[config.mk]
export PLATFORM = sky130hd
export DESIGN_NAME = operand_loader_flat
export DESIGN_NICKNAME = d
export VERILOG_FILES = /design/src/rtl/operand_loader_pkg.sv /design/src/rtl/operand_loader_if.sv /design/src/rtl/operand_loader_op_reg.sv /design/src/rtl/operand_loader.sv /design/src/flat_wrapper.sv
export SDC_FILE = /design/constraint.sdc
export NUM_CORES = 1
export LEC_CHECK = 0
export CORE_ASPECT_RATIO = 0.8
export CORE_MARGIN = 2
export CORE_UTILIZATION = 40
export CTS_BUF_LIST = sky130_fd_sc_hd__clkbuf_4 sky130_fd_sc_hd__clkbuf_8 sky130_fd_sc_hd__clkbuf_16
export CTS_CLUSTER_SIZE = 16
export DETAILED_ROUTE_END_ITERATION = 6
export PLACE_DENSITY = 0.72
export SETUP_SLACK_MARGIN = 0.2
export SYNTH_ARGS = -nofsm -noshare
export SYNTH_HDL_FRONTEND = slang
export SYNTH_SLANG_ARGS = --single-unit
[constraint.sdc]
create_clock -name Clk -period 1.4 [get_ports Clk]
set_input_delay 0.21 -clock Clk [delete_from_list [all_inputs] [get_ports Clk]]
set_output_delay 0.21 -clock Clk [all_outputs]
set_load 0.02 [all_outputs]
[src/rtl/operand_loader_pkg.sv]
// Shared types and sizes for the operand loader.
// Collection states follow the A,B,C,D load order, then HOLD.
package operand_pkg;

    localparam int NIB_W = 4;
    localparam int SUM_W = NIB_W + 2;

    typedef enum logic [2:0] {
        LOAD_A = 3'd0,
        LOAD_B = 3'd1,
        LOAD_C = 3'd2,
        LOAD_D = 3'd3,
        HOLD   = 3'd4
    } state_e;

endpackage

[src/rtl/operand_loader_if.sv]
// Producer/consumer bundle around the operand loader.
// Running_Sum exists only when RUNNING_SUM_EN is defined.
interface operand_loader_if;
    import operand_pkg::*;

    logic [NIB_W-1:0] In_Data;
    logic             In_Valid;
    logic             In_Ready;
    logic             Clear;
    logic [NIB_W-1:0] A;
    logic [NIB_W-1:0] B;
    logic [NIB_W-1:0] C;
    logic [NIB_W-1:0] D;
    logic             Ops_Valid;
    logic             Ops_Ack;
`ifdef RUNNING_SUM_EN
    logic [SUM_W-1:0] Running_Sum;
`endif

    modport master (
        output In_Data, In_Valid, Clear, Ops_Ack,
        input  In_Ready, A, B, C, D, Ops_Valid
`ifdef RUNNING_SUM_EN
        , input Running_Sum
`endif
    );

    modport slave (
        input  In_Data, In_Valid, Clear, Ops_Ack,
        output In_Ready, A, B, C, D, Ops_Valid
`ifdef RUNNING_SUM_EN
        , output Running_Sum
`endif
    );

endinterface

[src/rtl/operand_loader_op_reg.sv]
// Operand nibble register: async reset, sync clear, load enable.
module op_reg #(
    parameter int W = 4
) (
    input  logic         Clk,
    input  logic         Reset,
    input  logic         clear_i,
    input  logic         load_i,
    input  logic [W-1:0] d_i,
    output logic [W-1:0] q_o
);

    logic [W-1:0] val_q;

    always_ff @(posedge Clk or posedge Reset) begin
        if (Reset) begin
            val_q <= '0;
        end else if (clear_i) begin
            val_q <= '0;
        end else if (load_i) begin
            val_q <= d_i;
        end
    end

    assign q_o = val_q;

endmodule

[src/rtl/operand_loader.sv]
// Collects four nibbles A..D and holds them for the adder until acked.
// Optional feature macro: RUNNING_SUM_EN (adds the Running_Sum output).
module operand_loader
    import operand_pkg::*;
(
    input  logic             Clk,
    input  logic             Reset,
    operand_loader_if.slave  bus
);

    state_e state_q;
    logic   ops_valid_q;
    logic   loading;
    logic   xfer;
    logic   ld_a, ld_b, ld_c, ld_d;

    assign loading = (state_q != HOLD);
    assign bus.In_Ready = loading && !bus.Clear;
    assign xfer = bus.In_Valid && bus.In_Ready;

    assign ld_a = xfer && (state_q == LOAD_A);
    assign ld_b = xfer && (state_q == LOAD_B);
    assign ld_c = xfer && (state_q == LOAD_C);
    assign ld_d = xfer && (state_q == LOAD_D);

    always_ff @(posedge Clk or posedge Reset) begin
        if (Reset) begin
            state_q     <= LOAD_A;
            ops_valid_q <= 1'b0;
        end else if (bus.Clear) begin
            state_q     <= LOAD_A;
            ops_valid_q <= 1'b0;
        end else begin
            unique case (state_q)
                LOAD_A: if (xfer) state_q <= LOAD_B;
                LOAD_B: if (xfer) state_q <= LOAD_C;
                LOAD_C: if (xfer) state_q <= LOAD_D;
                LOAD_D: begin
                    if (xfer) begin
                        state_q     <= HOLD;
                        ops_valid_q <= 1'b1;
                    end
                end
                HOLD: begin
                    if (bus.Ops_Ack) begin
                        state_q     <= LOAD_A;
                        ops_valid_q <= 1'b0;
                    end
                end
                default: begin
                    state_q     <= LOAD_A;
                    ops_valid_q <= 1'b0;
                end
            endcase
        end
    end

    assign bus.Ops_Valid = ops_valid_q;

    op_reg #(.W(NIB_W)) u_reg_a (
        .Clk     (Clk),
        .Reset   (Reset),
        .clear_i (bus.Clear),
        .load_i  (ld_a),
        .d_i     (bus.In_Data),
        .q_o     (bus.A)
    );

    op_reg #(.W(NIB_W)) u_reg_b (
        .Clk     (Clk),
        .Reset   (Reset),
        .clear_i (bus.Clear),
        .load_i  (ld_b),
        .d_i     (bus.In_Data),
        .q_o     (bus.B)
    );

    op_reg #(.W(NIB_W)) u_reg_c (
        .Clk     (Clk),
        .Reset   (Reset),
        .clear_i (bus.Clear),
        .load_i  (ld_c),
        .d_i     (bus.In_Data),
        .q_o     (bus.C)
    );

    op_reg #(.W(NIB_W)) u_reg_d (
        .Clk     (Clk),
        .Reset   (Reset),
        .clear_i (bus.Clear),
        .load_i  (ld_d),
        .d_i     (bus.In_Data),
        .q_o     (bus.D)
    );

`ifdef RUNNING_SUM_EN
    logic [SUM_W-1:0] sum_q;
    logic [SUM_W-1:0] sum_d;
    logic [SUM_W-1:0] nib_ext;

    assign nib_ext = {{(SUM_W-NIB_W){1'b0}}, bus.In_Data};

    // The A transfer restarts the sum so stale operands never leak in.
    always_comb begin
        sum_d = sum_q;
        if (ld_a) begin
            sum_d = nib_ext;
        end else if (xfer) begin
            sum_d = sum_q + nib_ext;
        end
    end

    always_ff @(posedge Clk or posedge Reset) begin
        if (Reset) begin
            sum_q <= '0;
        end else if (bus.Clear) begin
            sum_q <= '0;
        end else begin
            sum_q <= sum_d;
        end
    end

    assign bus.Running_Sum = sum_q;
`endif

endmodule
[src/flat_wrapper.sv]
// flat-port wrapper written by rule: the top's interface ports become plain ports
module operand_loader_flat import operand_pkg::*;
  (Clk, Reset, bus_In_Data, bus_In_Valid, bus_Clear, bus_Ops_Ack, bus_In_Ready, bus_A, bus_B, bus_C, bus_D, bus_Ops_Valid);
  operand_loader_if bus_i ();
  input  logic Clk;
  input  logic Reset;
  input wire logic [$bits(bus_i.In_Data)-1:0] bus_In_Data;
  input wire logic [$bits(bus_i.In_Valid)-1:0] bus_In_Valid;
  input wire logic [$bits(bus_i.Clear)-1:0] bus_Clear;
  input wire logic [$bits(bus_i.Ops_Ack)-1:0] bus_Ops_Ack;
  output wire logic [$bits(bus_i.In_Ready)-1:0] bus_In_Ready;
  output wire logic [$bits(bus_i.A)-1:0] bus_A;
  output wire logic [$bits(bus_i.B)-1:0] bus_B;
  output wire logic [$bits(bus_i.C)-1:0] bus_C;
  output wire logic [$bits(bus_i.D)-1:0] bus_D;
  output wire logic [$bits(bus_i.Ops_Valid)-1:0] bus_Ops_Valid;
  assign bus_i.In_Data = bus_In_Data;
  assign bus_i.In_Valid = bus_In_Valid;
  assign bus_i.Clear = bus_Clear;
  assign bus_i.Ops_Ack = bus_Ops_Ack;
  assign bus_In_Ready = bus_i.In_Ready;
  assign bus_A = bus_i.A;
  assign bus_B = bus_i.B;
  assign bus_C = bus_i.C;
  assign bus_D = bus_i.D;
  assign bus_Ops_Valid = bus_i.Ops_Valid;
  operand_loader u_core (.Clk(Clk), .Reset(Reset), .bus(bus_i));
endmodule
; Word level (Yosys, flattened, before mapping)
; Index checks and enable logic that the tools add are counted.
[word_totals]
reg_bits = 20
output_inout_bits = 18
wordCells = 51
[op_classes]
eq_ne = 11
muxes = 19
reduce_logical = 15
[ops]
columns = cell, n
row1 = 2-to-1 mux 4 bit, 8
row2 = 2-to-1 mux 3 bit, 6
row3 = one-hot mux 3 bit (5 select lines), 1
row4 = "inequality test 3 x 2 -> 1 bit, second input constant", 4
row5 = nonzero test 2 bit, 4
row6 = "equality test 3 x 2 -> 1 bit, second input constant", 2
row7 = logical AND 1 bit, 6
row8 = "inequality test 3 bit, second input constant", 2
row9 = AND reduction 5 bit, 1
row10 = "equality test 3 x 1 -> 1 bit, second input constant", 1
row11 = "equality test 3 bit, second input constant", 1
row12 = logical NOT 3 bit, 1
row13 = 2-to-1 mux 1 bit, 3
row14 = one-hot mux 1 bit (3 select lines), 1
row15 = AND reduction 3 bit, 1
row16 = OR reduction 3 bit, 1
row17 = "inequality test 2 x 1 -> 1 bit, second input constant", 1
row18 = logical NOT 1 bit, 1

; Depth between registers and ports, before layout
; Gate-level depths: netlist of the first run.
[depth]
ltp_word = 6
mapped_depth = 5
mapped_depth_nobuf = 3

; Cells and area by module
; From an unflattened synthesis of the first run, not the netlist that was laid out.
[hier_totals]
hier_cells = 86
hier_area_um2 = 934.6
[modules_own_cells]
columns = mod, instances, cells_per_inst, area_per_inst_um2
row1 = op_reg, 4, 14, 163.9
row2 = operand_loader, 1, 30, 279.0

; Worst setup path after synthesis of the first run
; Ideal clock, no wire load.
[synth_timing]
path_type = reg-to-reg
from = reg u_core.state_q[2]
to = reg u_core.u_reg_d.val_q[2] (netlist: u_core.u_reg_d.q_o[2])
setup_time_ps = 136
arrival_ps = 1225
t_required_ps = 1264
path_slack_ps = 39
stages_incl_launch_ff = 6
n_path_buf = 2
synth_period_minus_slack_ps = 1361
path_cell_list = dfrtp_1 -> buf_6 -> or3b_4 -> buf_6 -> o21ai_1 -> a21oi_1
[synth_via]
elab_chain_cells = 5
elab_cells_between_ends = 6
[synth_lines]
columns = item, line_no
row1 = from (decl), operand_loader.sv:11  ; state_e state_q;
row2 = from (signal assigned), operand_loader.sv:28  ; state_q <= LOAD_A;
row3 = from (signal assigned), operand_loader.sv:31  ; state_q <= LOAD_A;
row4 = from (signal assigned), operand_loader.sv:35  ; LOAD_A: if (xfer) state_q <= LOAD_B;
row5 = inequality test 3 bit, operand_loader.sv:17  ; assign loading = (state_q != HOLD);
row6 = logical AND 1 bit, operand_loader.sv:18  ; assign bus.In_Ready = loading && !bus.Clear;
row7 = logical AND 1 bit, operand_loader.sv:19  ; assign xfer = bus.In_Valid && bus.In_Ready;
row8 = logical AND 1 bit (*), operand_loader.sv:24  ; assign ld_d = xfer && (state_q == LOAD_D);
row9 = nonzero test 2 bit (no line) (*), --
row10 = to (signal assigned), operand_loader_op_reg.sv:21  ; val_q <= d_i;
row11 = to (decl), operand_loader_op_reg.sv:13  ; logic [W-1:0] val_q;
; Mark *: on every way between the ends. The rest lies on a longest branch, timed or not.
; A chain may end at the register's enable or synchronous reset.

; Worst setup path after layout of the first run
[layout_timing]
from = reg u_core.state_q[2]
to = reg u_core.u_reg_d.val_q[0] (netlist: u_core.u_reg_d.q_o[0])
; The elaborated chain is that of the path after synthesis.

==> impl_metrics.tcl, run 1 <==
set metrics [dict create \
    die_w_um 58.6 \
    grt_max_degree 21 \
    synth-seq-area-share_pct 52.6 \
    die_h_um 47.6 \
    synth_cell_types 25 \
    synth-simple-area-share_pct 19.8 \
    synth_fp_nets 108 \
    final_nets 142 \
    startpoint_type "register" \
    start_util_pct 43.4 \
    slew_headroom_pct 83.3 \
    grt_overflow 0 \
    synth_cells 99 \
    worst_ep_required_time_ns 1.63 \
    synth_area_leader_cell "dfrtp_1" \
    cp.arrival_ns 1.52 \
    layout.cells.non_filler 156 \
    finalMaxSlewViolations 0 \
    fin_ws_ns 0.105 \
    grt_pass1_vias 776 \
    vias 867 \
    drive_above_1_share_pct 30.5 \
    yosysMostFrequentCell "dfrtp_1" \
    p_leak_nw 0.558 \
    dieArea_um2 2790 \
    wire_per_inst_um 14.4 \
    end_kind "register" \
    fmax_mhz 772 \
    synth_flop_cell "dfrtp_1" \
    synth_mux_area_share_pct 0 \
    area_delta_synth_final_pct 30.9 \
    rows 15 \
    yosysTopAreaCellShare_pct 52.6 \
    route.detailed.drc 0 \
    period_share_pct 92.5 \
    root_buffer "clkbuf_4" \
    path_max_fanout 16 \
    finalClockSkew_ns 0.00491 \
    grt_usage_pct 18.1 \
    synthAdderAreaFrac_pct 0 \
    synth_warnings 0 \
    cts_sinks 20 \
    fin_crit_ns 1.29 \
    synth_top_family_by_area "compound AO/OA/AOI/OAI gates" \
    clockBufferDepth 2 \
    clk_pin_slew_ns 0.11 \
    clk_latency_ns 0.30 \
    synth_compound_area_share_pct 20.0 \
    synth_area_leaders "dfrtp_1, a21oi_1, nand3_1" \
    io_buffers 26 \
    post-dp-hpwl_um 1590 \
    avgSynthCellArea_um2 9.62 \
    routed_wirelength_um 2250 \
    core_area_um2 2200 \
    power_density_nw_per_um2 883 \
    synth_xor_area_share_pct 1.84 \
    pin_count 27 \
    crit_type "reg2reg" \
    grt_pass1_wl_um 3680 \
    drtIter0Drc 12 \
    ant_nets 0 \
    rsz0062_at_grt "yes" \
    post_drt_via_cell_ratio 5.56 \
    whs_ns 0.223 \
    worstHoldPathType "in2async" \
    status "finished clean" \
    tns_ns 0 \
    drv_cap 0 \
    synth-edff-count 0 \
    async_reset_ff_share_pct 100 \
    antennaDiodeCount 0 \
    dr.pass1.iters 4 \
    hold_viol_final 0 \
    cts_made_buffers 3 \
    synth.top_cells.by_count "dfrtp_1, a21oi_1, nand3_1" \
    tritoncts "yes" \
    ir_drop_uv 748 \
    final_core_util_pct 56.8 \
    antenna_found_initial 0 \
    worst_pin_slew_ns 0.251 \
    htreeDepth 1 \
    syn_area_um2 952 \
    placed_cells 152 \
    setup_viol 0 \
    dp_slack_ns -0.227 \
    place_congestion 0.758 \
    synth_seq_cells 20 \
]
-- area by class of cell --
class / count / area, um2
Tap cell: 25 / 31.3
Clock buffer: 3 / 22.5
Multi-Input combinational cell: 70 / 414
Sequential cell: 20 / 500
Timing Repair Buffer: 36 / 270
Inverter: 2 / 7.51
Fill cell: 216 / 950
-- registers in the layout, indices dropped and copies added, names as in the netlist --
register	flops
u_core.u_reg_a.q_o	4
u_core.u_reg_b.q_o	4
u_core.u_reg_c.q_o	4
u_core.u_reg_d.q_o	4
u_core.state_q	3
u_core.bus.Ops_Valid	1
-- routing by layer --
| layer | wire length [um] | GRT usage [%] | vias up |
|---|---|---|---|
| met5 | 0 | 0 | - |
| met4 | 0 | 1.40 | 0 |
| met3 | 172 | 6.22 | 0 |
| met2 | 1010 | 28.8 | 35 |
| met1 | 1060 | 25.4 | 408 |
| li1 | - | - | 424 |
-- placed cells by master (no fill, tap or decap), types with 3 or more instances in the layout --
cell type	n
dfrtp_1	20
a21oi_1	14
o21ai_1	13
nand3_1	12
clkbuf_2	10
buf_4	9
clkdlybuf4s50_1	8
buf_2	6
a21oi_2	4
nand4_1	4
nor3_1	3
clkbuf_4	3
-- final timing paths --
check / from / to / slack (ns) / cells after the start
min in group Clk: u_core.u_reg_d.q_o[3] / u_core.u_reg_d.q_o[3] / 0.55 / 2
min reg2reg: u_core.u_reg_d.q_o[3] / u_core.u_reg_d.q_o[3] / 0.55 / 2
max in group asynchronous: Reset / u_core.u_reg_b.q_o[3] / 0.97 / 3
max reg2reg: u_core.state_q[2] / u_core.u_reg_d.q_o[0] / 0.11 / 5
max: u_core.state_q[2] / u_core.u_reg_d.q_o[0] / 0.11 / 5
min: Reset / u_core.u_reg_d.q_o[3] / 0.22 / 3
-- critical path, stage by stage, from the launching register on --
cell and delay (ns):
dfrtp_1 0.40, buf_4 0.17, nor3b_4 0.22, buf_12 0.16, nand4_1 0.11, a21oi_1 0.16
-- where the power goes --
| group | switching (W) | internal (W) | leakage [nW] |
|---|---|---|---|
| Combinational | 0.000133 | 0.0000902 | 0.268 |
| Clock | 0.000173 | 0.000100 | 0.0138 |
| Sequential | 0.00000939 | 0.000594 | 0.276 |
-- through the flow --
| step | area, um2 | power [W] |
|---|---|---|
| 4_1_cts | 1310 | 0.00111 |
| 6_report | 1250 | 0.00110 |
| 2_1_floorplan | 952 | 0.000739 |
| 3_3_place_gp | 1280 | 0.000841 |
| 5_1_grt | 1250 | 0.00115 |
| 3_5_place_dp | 1280 | 0.000844 |
-- what timing repair did --
action	4_1_cts	5_1_grt
endpoints found under the setup margin	34	33
resized for setup	46	23
hold buffers	0	0
setup buffers	0	1
pin swaps	0	2
-- cells by family (layout without fill, tap and decap cells) --
group,after synthesis,in the layout
compound gates,36,36
xor+xnor,2,2
buf+inv,9,41
flops,20,20
simple gates,32,32
No activity file was read; power rests on OpenSTA's default activity.
==> run 2, diff against run 1 <==
--- a/config.mk
+++ b/config.mk
@@ -5,6 +5,7 @@
 export SDC_FILE = /design/constraint.sdc
 export NUM_CORES = 1
 export LEC_CHECK = 0
+export CAP_MARGIN = 20
 export CORE_ASPECT_RATIO = 0.8
 export CORE_MARGIN = 2
 export CORE_UTILIZATION = 40
==> results of run 2 <==
Final layout, timing and power as in run 1 (identical DEF).
